==> config.mk <==
export PLATFORM = sky130hd
export DESIGN_NAME = adc_uart_streamer
export DESIGN_NICKNAME = d
export VERILOG_FILES = /design/src/rtl/sdm_uart_pkg.sv /design/src/rtl/adc_uart_streamer_if.sv /design/src/rtl/uart_byte_tx.sv /design/src/rtl/adc_uart_streamer.sv
export SDC_FILE = /design/constraint.sdc
export NUM_CORES = 1
export LEC_CHECK = 0
export BUFFER_PORTS_ARGS = -buffer_cell sky130_fd_sc_hd__buf_2
export CORE_AREA = 5 5 115 144
export CTS_BUF_LIST = sky130_fd_sc_hd__clkbuf_16
export CTS_CLUSTER_DIAMETER = 120
export CTS_CLUSTER_SIZE = 14
export DETAILED_ROUTE_END_ITERATION = 7
export DIE_AREA = 0 0 120 149
export GPL_TIMING_DRIVEN = 0
export PLACE_DENSITY_LB_ADDON = 0.25
export SYNTH_ARGS = -nofsm -noshare
export SYNTH_HDL_FRONTEND = slang
export SYNTH_HIERARCHICAL = 1
export SYNTH_SLANG_ARGS = --single-unit
==> constraint.sdc <==
create_clock -name clk -period 2.9 [get_ports clk]
set_clock_uncertainty 0.15 [all_clocks]
set_input_delay 0.58 -clock clk [delete_from_list [all_inputs] [get_ports clk]]
set_output_delay 0.58 -clock clk [all_outputs]
set_load 0.02 [all_outputs]
==> src/rtl/sdm_uart_pkg.sv <==
// Shared types and constants for the ADC sample UART streamer.
package sdm_uart_pkg;

   typedef enum logic [1:0] {
      IDLE,
      START,
      DATA,
      STOP
   } tx_state_e;

   localparam int FRAME_BYTES    = 3;
   localparam int UART_DATA_BITS = 8;

endpackage

==> src/rtl/adc_uart_streamer_if.sv <==
// Byte handshake between the frame sequencer and the byte serializer.
// A byte transfers on any clk edge where byte_valid && byte_ready; byte_data is
// stable while byte_valid is high, and byte_ready never depends on byte_valid.
interface adc_uart_streamer_if;
   logic       byte_valid;
   logic       byte_ready;
   logic [7:0] byte_data;

   modport master (output byte_valid, output byte_data, input byte_ready);
   modport slave  (input byte_valid, input byte_data, output byte_ready);
endinterface

==> src/rtl/uart_byte_tx.sv <==
// 8N1 serializer for one byte: start bit, 8 data bits LSB first, stop bit.
module uart_byte_tx
   import sdm_uart_pkg::*;
#(
   parameter int CLKS_PER_BIT = 434
) (
   input  logic                 clk,
   input  logic                 rst_n,
   adc_uart_streamer_if.slave   byte_if,
   output logic                 uart_tx_o,
   output tx_state_e            state_o
);

   localparam int CW = $clog2(CLKS_PER_BIT);
   localparam int BW = $clog2(UART_DATA_BITS);

   tx_state_e       state_q;
   logic [CW-1:0]   baud_cnt_q;
   logic [BW-1:0]   bit_cnt_q;
   logic [7:0]      shift_q;
   logic            tx_q;
   logic            baud_end;
   logic            line_bit;

   assign baud_end = (baud_cnt_q == CW'(CLKS_PER_BIT - 1));

   // Accepting in the last STOP cycle lets the next start bit follow with no gap.
   assign byte_if.byte_ready = (state_q == IDLE) || ((state_q == STOP) && baud_end);

   always_comb begin
      line_bit = 1'b1;
      case (state_q)
         START:   line_bit = 1'b0;
         DATA:    line_bit = shift_q[0];
         default: line_bit = 1'b1;
      endcase
   end

   always_ff @(posedge clk or negedge rst_n) begin
      if (!rst_n) begin
         state_q    <= IDLE;
         baud_cnt_q <= '0;
         bit_cnt_q  <= '0;
         shift_q    <= '0;
         tx_q       <= 1'b1;
      end else begin
         // The line is the state's bit delayed one clock, so it carries no input path.
         tx_q <= line_bit;
         case (state_q)
            IDLE: begin
               baud_cnt_q <= '0;
               if (byte_if.byte_valid) begin
                  state_q <= START;
                  shift_q <= byte_if.byte_data;
               end
            end
            START: begin
               if (baud_end) begin
                  baud_cnt_q <= '0;
                  bit_cnt_q  <= '0;
                  state_q    <= DATA;
               end else begin
                  baud_cnt_q <= baud_cnt_q + CW'(1);
               end
            end
            DATA: begin
               if (baud_end) begin
                  baud_cnt_q <= '0;
                  shift_q    <= {1'b0, shift_q[7:1]};
                  if (bit_cnt_q == BW'(UART_DATA_BITS - 1)) begin
                     bit_cnt_q <= '0;
                     state_q   <= STOP;
                  end else begin
                     bit_cnt_q <= bit_cnt_q + BW'(1);
                  end
               end else begin
                  baud_cnt_q <= baud_cnt_q + CW'(1);
               end
            end
            STOP: begin
               if (baud_end) begin
                  baud_cnt_q <= '0;
                  if (byte_if.byte_valid) begin
                     state_q <= START;
                     shift_q <= byte_if.byte_data;
                  end else begin
                     state_q <= IDLE;
                  end
               end else begin
                  baud_cnt_q <= baud_cnt_q + CW'(1);
               end
            end
            default: state_q <= IDLE;
         endcase
      end
   end

   assign uart_tx_o = tx_q;
   assign state_o   = state_q;

endmodule

==> src/rtl/adc_uart_streamer.sv <==
// Buffers ADC samples in a small FIFO and streams each one over UART as a
// 3-byte frame: sync byte, sample high byte, sample low byte.
module adc_uart_streamer
   import sdm_uart_pkg::*;
#(
   parameter int         SAMPLE_WIDTH = 16,
   parameter int         CLKS_PER_BIT = 434,
   parameter int         FIFO_DEPTH   = 4,
   parameter logic [7:0] SYNC_BYTE    = 8'hA5
) (
   input  logic                          clk,
   input  logic                          rst_n,
   input  logic [SAMPLE_WIDTH-1:0]       sample_in,
   input  logic                          sample_valid,
   input  logic                          clear_overflow,
   output logic                          uart_tx,
   output logic                          busy,
   output logic                          overflow,
   output logic [$clog2(FIFO_DEPTH):0]   fifo_level
);

   localparam int PW = $clog2(FIFO_DEPTH);
   localparam int LW = PW + 1;

   if (SAMPLE_WIDTH != 16) begin : g_bad_sample_width
      $error("SAMPLE_WIDTH must be 16");
   end
   if (CLKS_PER_BIT < 2) begin : g_bad_clks_per_bit
      $error("CLKS_PER_BIT must be at least 2");
   end
   if ((FIFO_DEPTH < 2) || ((FIFO_DEPTH & (FIFO_DEPTH - 1)) != 0)) begin : g_bad_fifo_depth
      $error("FIFO_DEPTH must be a power of two >= 2");
   end

   logic [SAMPLE_WIDTH-1:0] mem_q [FIFO_DEPTH];
   logic [PW-1:0]           wr_ptr_q, rd_ptr_q;
   logic [LW-1:0]           level_q, level_d;
   logic [1:0]              byte_idx_q, byte_idx_d;
   logic [SAMPLE_WIDTH-1:0] sample_q, sample_d;
   logic                    overflow_q, overflow_d;
   logic                    busy_q;
   logic                    fifo_full, fifo_empty;
   logic                    handshake, pop, push, drop;
   logic [7:0]              byte_data;
   tx_state_e               tx_state;

   adc_uart_streamer_if byte_if ();

   uart_byte_tx #(.CLKS_PER_BIT(CLKS_PER_BIT)) u_byte_tx (
      .clk       (clk),
      .rst_n     (rst_n),
      .byte_if   (byte_if),
      .uart_tx_o (uart_tx),
      .state_o   (tx_state)
   );

   assign fifo_full  = (level_q == LW'(FIFO_DEPTH));
   assign fifo_empty = (level_q == '0);

   // byte_idx_q names the next byte to hand over; index 0 needs a fresh sample.
   assign byte_if.byte_valid = (byte_idx_q != 2'd0) || !fifo_empty;
   assign byte_if.byte_data  = byte_data;

   always_comb begin
      byte_data = SYNC_BYTE;
      case (byte_idx_q)
         2'd1:    byte_data = sample_q[15:8];
         2'd2:    byte_data = sample_q[7:0];
         default: byte_data = SYNC_BYTE;
      endcase
   end

   assign handshake = byte_if.byte_valid && byte_if.byte_ready;
   assign pop       = handshake && (byte_idx_q == 2'd0);
   assign push      = sample_valid && (!fifo_full || pop);
   assign drop      = sample_valid && fifo_full && !pop;

   always_comb begin
      level_d    = level_q;
      byte_idx_d = byte_idx_q;
      sample_d   = pop ? mem_q[rd_ptr_q] : sample_q;
      overflow_d = drop ? 1'b1 : (clear_overflow ? 1'b0 : overflow_q);
      if (push && !pop) level_d = level_q + LW'(1);
      if (pop && !push) level_d = level_q - LW'(1);
      if (handshake) begin
         byte_idx_d = (byte_idx_q == 2'(FRAME_BYTES - 1)) ? 2'd0 : byte_idx_q + 2'd1;
      end
   end

   always_ff @(posedge clk or negedge rst_n) begin
      if (!rst_n) begin
         wr_ptr_q   <= '0;
         rd_ptr_q   <= '0;
         level_q    <= '0;
         byte_idx_q <= 2'd0;
         sample_q   <= '0;
         overflow_q <= 1'b0;
         busy_q     <= 1'b0;
      end else begin
         if (push) wr_ptr_q <= wr_ptr_q + PW'(1);
         if (pop)  rd_ptr_q <= rd_ptr_q + PW'(1);
         level_q    <= level_d;
         byte_idx_q <= byte_idx_d;
         sample_q   <= sample_d;
         overflow_q <= overflow_d;
         // Registered like uart_tx, so busy falls as the last stop bit ends.
         busy_q     <= (tx_state != IDLE) || (level_q != '0);
      end
   end

   always_ff @(posedge clk) begin
      if (push) mem_q[wr_ptr_q] <= sample_in;
   end

   assign busy       = busy_q;
   assign overflow   = overflow_q;
   assign fifo_level = level_q;

endmodule

==> qor.csv <==
metric;value;unit
antenna_cells;0;
rsz0062_at_grt;no;
p_clk_share;29.1;%
drt_iter0_markers;102;
cts_tree;built;
leakagePower;2.40;nW
crit_arrival;2.86;ns
synth.top_cells.by_count;edfxtp_1 (64), dfrtp_1 (49), mux2_2 (34), ha_1 (18), inv_1 (18);
post-route-cell-area;6050;sq um
period_minus_slack;2.74;ns
synth.distinct_cells;53;
area_growth_syn_to_layout;18.0;%
rrSetupSlack;0.16;ns
fmax;0.365;GHz
core_area;15000;sq um
post-synth-top-count-cell;edfxtp_1;
worstHoldStart;clear_overflow;
cts.sinks;114;
r2r_start;u_byte_tx/baud_cnt_q[2];
viasPerCell;4.84;
cts_root_buf;clkbuf_16;
overflow;0;
cts-hold-fix-buffers;0;
yosys.area.top_type;edfxtp_1;
synthTopCellsByArea;edfxtp_1 (37%), dfrtp_1 (24%), mux2_2 (7.5%), ha_1 (4.4%), mux4_1 (4.1%);
drc;0;
drt-total-wl;9.02;mm
hp-class;input pin to flip-flop;
power;6.50;mW
synth_edf_count;64;
fp-row-count;50;
top_level_ports;26;
drv_cap;0;
ys_warn_count;6;
startpoint_type;flip-flop;
synthFlopType;edfxtp_1;
wl_per_cell;15.9;um
dieArea;17900;sq um
cp.required;3.02;ns
die_y;149;um
crit_type;flip-flop to flip-flop;
m1WireLength;3.90;mm
synth_top_area_share;37.5;%
stdcell_count;568;
track_usage;10.9;%
synthArstFlopShare;43.9;%
start_util;34.3;%
p_sw;2.06;mW
dp_hpwl;5.86;mm
max-slew-margin-rel;24.6;%
crit_chain;nor4b_4 > nand2_4 > o21ai_0 > buf_4 > and3b_1 > nand2_1 > fa_2 > nand2b_1 > o211ai_1 > o221ai_1;
syn_nets;368;
gp_congestion;0.794;
internal_power;4.44;mW
status;finished clean;
drtPass1Iterations;4;
finalCoreUtilization;40.5;%
routed.top_layer;met4;
p_per_area;1070;nW/um^2
final_nets;412;
crit_path_top_delay_cell;dfrtp_2;
tightest_slew;1.13;ns
fin_crit_sh;94.5;%
ys_seq_elements;114;
grt_pass1_vias;2969;
hold_end;overflow;
clkTransAtPathRegs;0.06;ns
grt_max_degree;51;
portBuffers;24;
seq_area_frac_synth;61.9;%
antenna_found_initial;0;
critPathMaxStageDelay;0.44;ns
insertion_delay;0.40;ns
r2r_end;fifo_level[2];
cts_max_level;4;
fin_setup_tns;0;ns
cts_max_path_buffers;2;
syn-instance-count;329;
finalMaxSlewViolations;0;
grt_first_pass_wirelength;15.1;mm
cp_max_fo;10;
ant_nets;0;
combPwrFrac;32.8;%
wl_met3;217;um
irDropWorstVdd;592;uV
switching_share;31.7;%
vias;2751;
syn_avg_cell_area;15.6;sq um
finalHoldViolCount;0;
cts_made_buffers;17;
worstSetupEndpointType;flip-flop;
seq_power_share;38.1;%
r2r_cells;10;
synthesis.area;5130;sq um
dpl-instance-area;5470;sq um
dr_wl_met2;4.78;mm
dp.cells;535;
die_w;120;um
finalSetupViolations;0;
whs_path_depth;2;
drive_gt1_share;31.9;%
layer usage:
layer,vias up,global-route usage [%]
li1,1329,-
met1,1382,12.7
met2,31,18.6
met3,9,3.03
met4,0,4.99
met5,-,0
repair_timing:
item / 4_1_cts / 5_1_grt
pin swaps: 0 / 2
resized for setup: 4 / 9
setup endpoints to repair: 64 / 65
buffers inserted: 0 / 1
critical path: cells and delay by family, from the launching register on:
| kind | cells | cell delay (ns) |
|---|---|---|
| AND/OR/NAND/NOR | 5 | 0.98 |
| AO/OA/AOI/OAI | 3 | 0.47 |
| flip-flops | 1 | 0.44 |
| adder cells (fa/ha/maj) | 1 | 0.38 |
| buffers and inverters | 1 | 0.19 |
per-stage QoR:
step	setup WS, ns	hold slack, ns
finish	0.160	0.211
detailed placement	-0.401	0.329
CTS	-0.118	0.194
global route	0.000957	0.218
floorplan	0.222	0.134
global placement	-0.424	0.320
cell families after synthesis:
family	count (synthesis)	share of synthesized area, %
compound gates	36	5.10
xor+xnor	12	2.05
fa+ha+maj	19	4.78
buf+inv	32	3.15
flops	114	61.9
mux	51	15.3
simple gates	65	7.71
power groups by stage:
stage / clock network [mW] / registers, mW / logic (mW)
after detailed placement: 0 / 2.51 / 2.15
final: 1.89 / 2.47 / 2.13
after global routing: 2.03 / 2.53 / 2.39
after global placement: 0 / 2.50 / 2.11
after CTS: 1.95 / 2.48 / 2.17
after floorplan: 0 / 2.47 / 1.62
area by class of cell:
cell class,count,area (sq um)
Buffer,14,93.8
Clock buffer,17,425
Inverter,18,67.6
Fill cell,1366,8900
Clock inverter,15,120
Tap cell,182,228
Timing Repair Buffer,25,128
Sequential cell,114,3180
Multi-Input combinational cell,183,1810
how the worst max path moves through the flow:
| stage | cells past startpoint | from | slack, ns | end |
|---|---|---|---|---|
| finish | 10 | u_byte_tx/baud_cnt_q[2] | 0.16 | fifo_level[2] |
| global route | 10 | u_byte_tx/baud_cnt_q[2] | 0.001 | fifo_level[2] |
| CTS | 7 | u_byte_tx/baud_cnt_q[6] | -0.12 | mem_q[3][9] |
| detailed placement | 7 | u_byte_tx/baud_cnt_q[6] | -0.40 | mem_q[2][12] |
| global placement | 7 | u_byte_tx/baud_cnt_q[6] | -0.42 | mem_q[2][9] |
| floorplan | 7 | u_byte_tx/baud_cnt_q[6] | 0.22 | mem_q[0][0] |
sequential cells by signal (all words and copies together), names as in the netlist:
signal                cells
busy                      1
byte_idx_q                2
fifo_level                3
mem_q                    64
overflow                  1
rd_ptr_q                  2
sample_q                 16
u_byte_tx/baud_cnt_q      9
u_byte_tx/bit_cnt_q       3
u_byte_tx/shift_q         8
u_byte_tx/state_o         2
u_byte_tx/uart_tx_o       1
wr_ptr_q                  2
layout by cell type (no fill, tap or decap), types with 6 or more instances in the layout:
cell and n:
clkbuf_16 17, nand2_1 11, mux2_2 34, xnor2_1 8, dfrtp_1 47, mux4_2 8
inv_1 20, edfxtp_1 64, nor2_1 14, nand3_1 6, nor2b_1 6, a22oi_1 9
o21ai_0 8, buf_2 29, ha_1 18, mux4_1 8
Note: power is estimated with default switching activity, not from simulation.
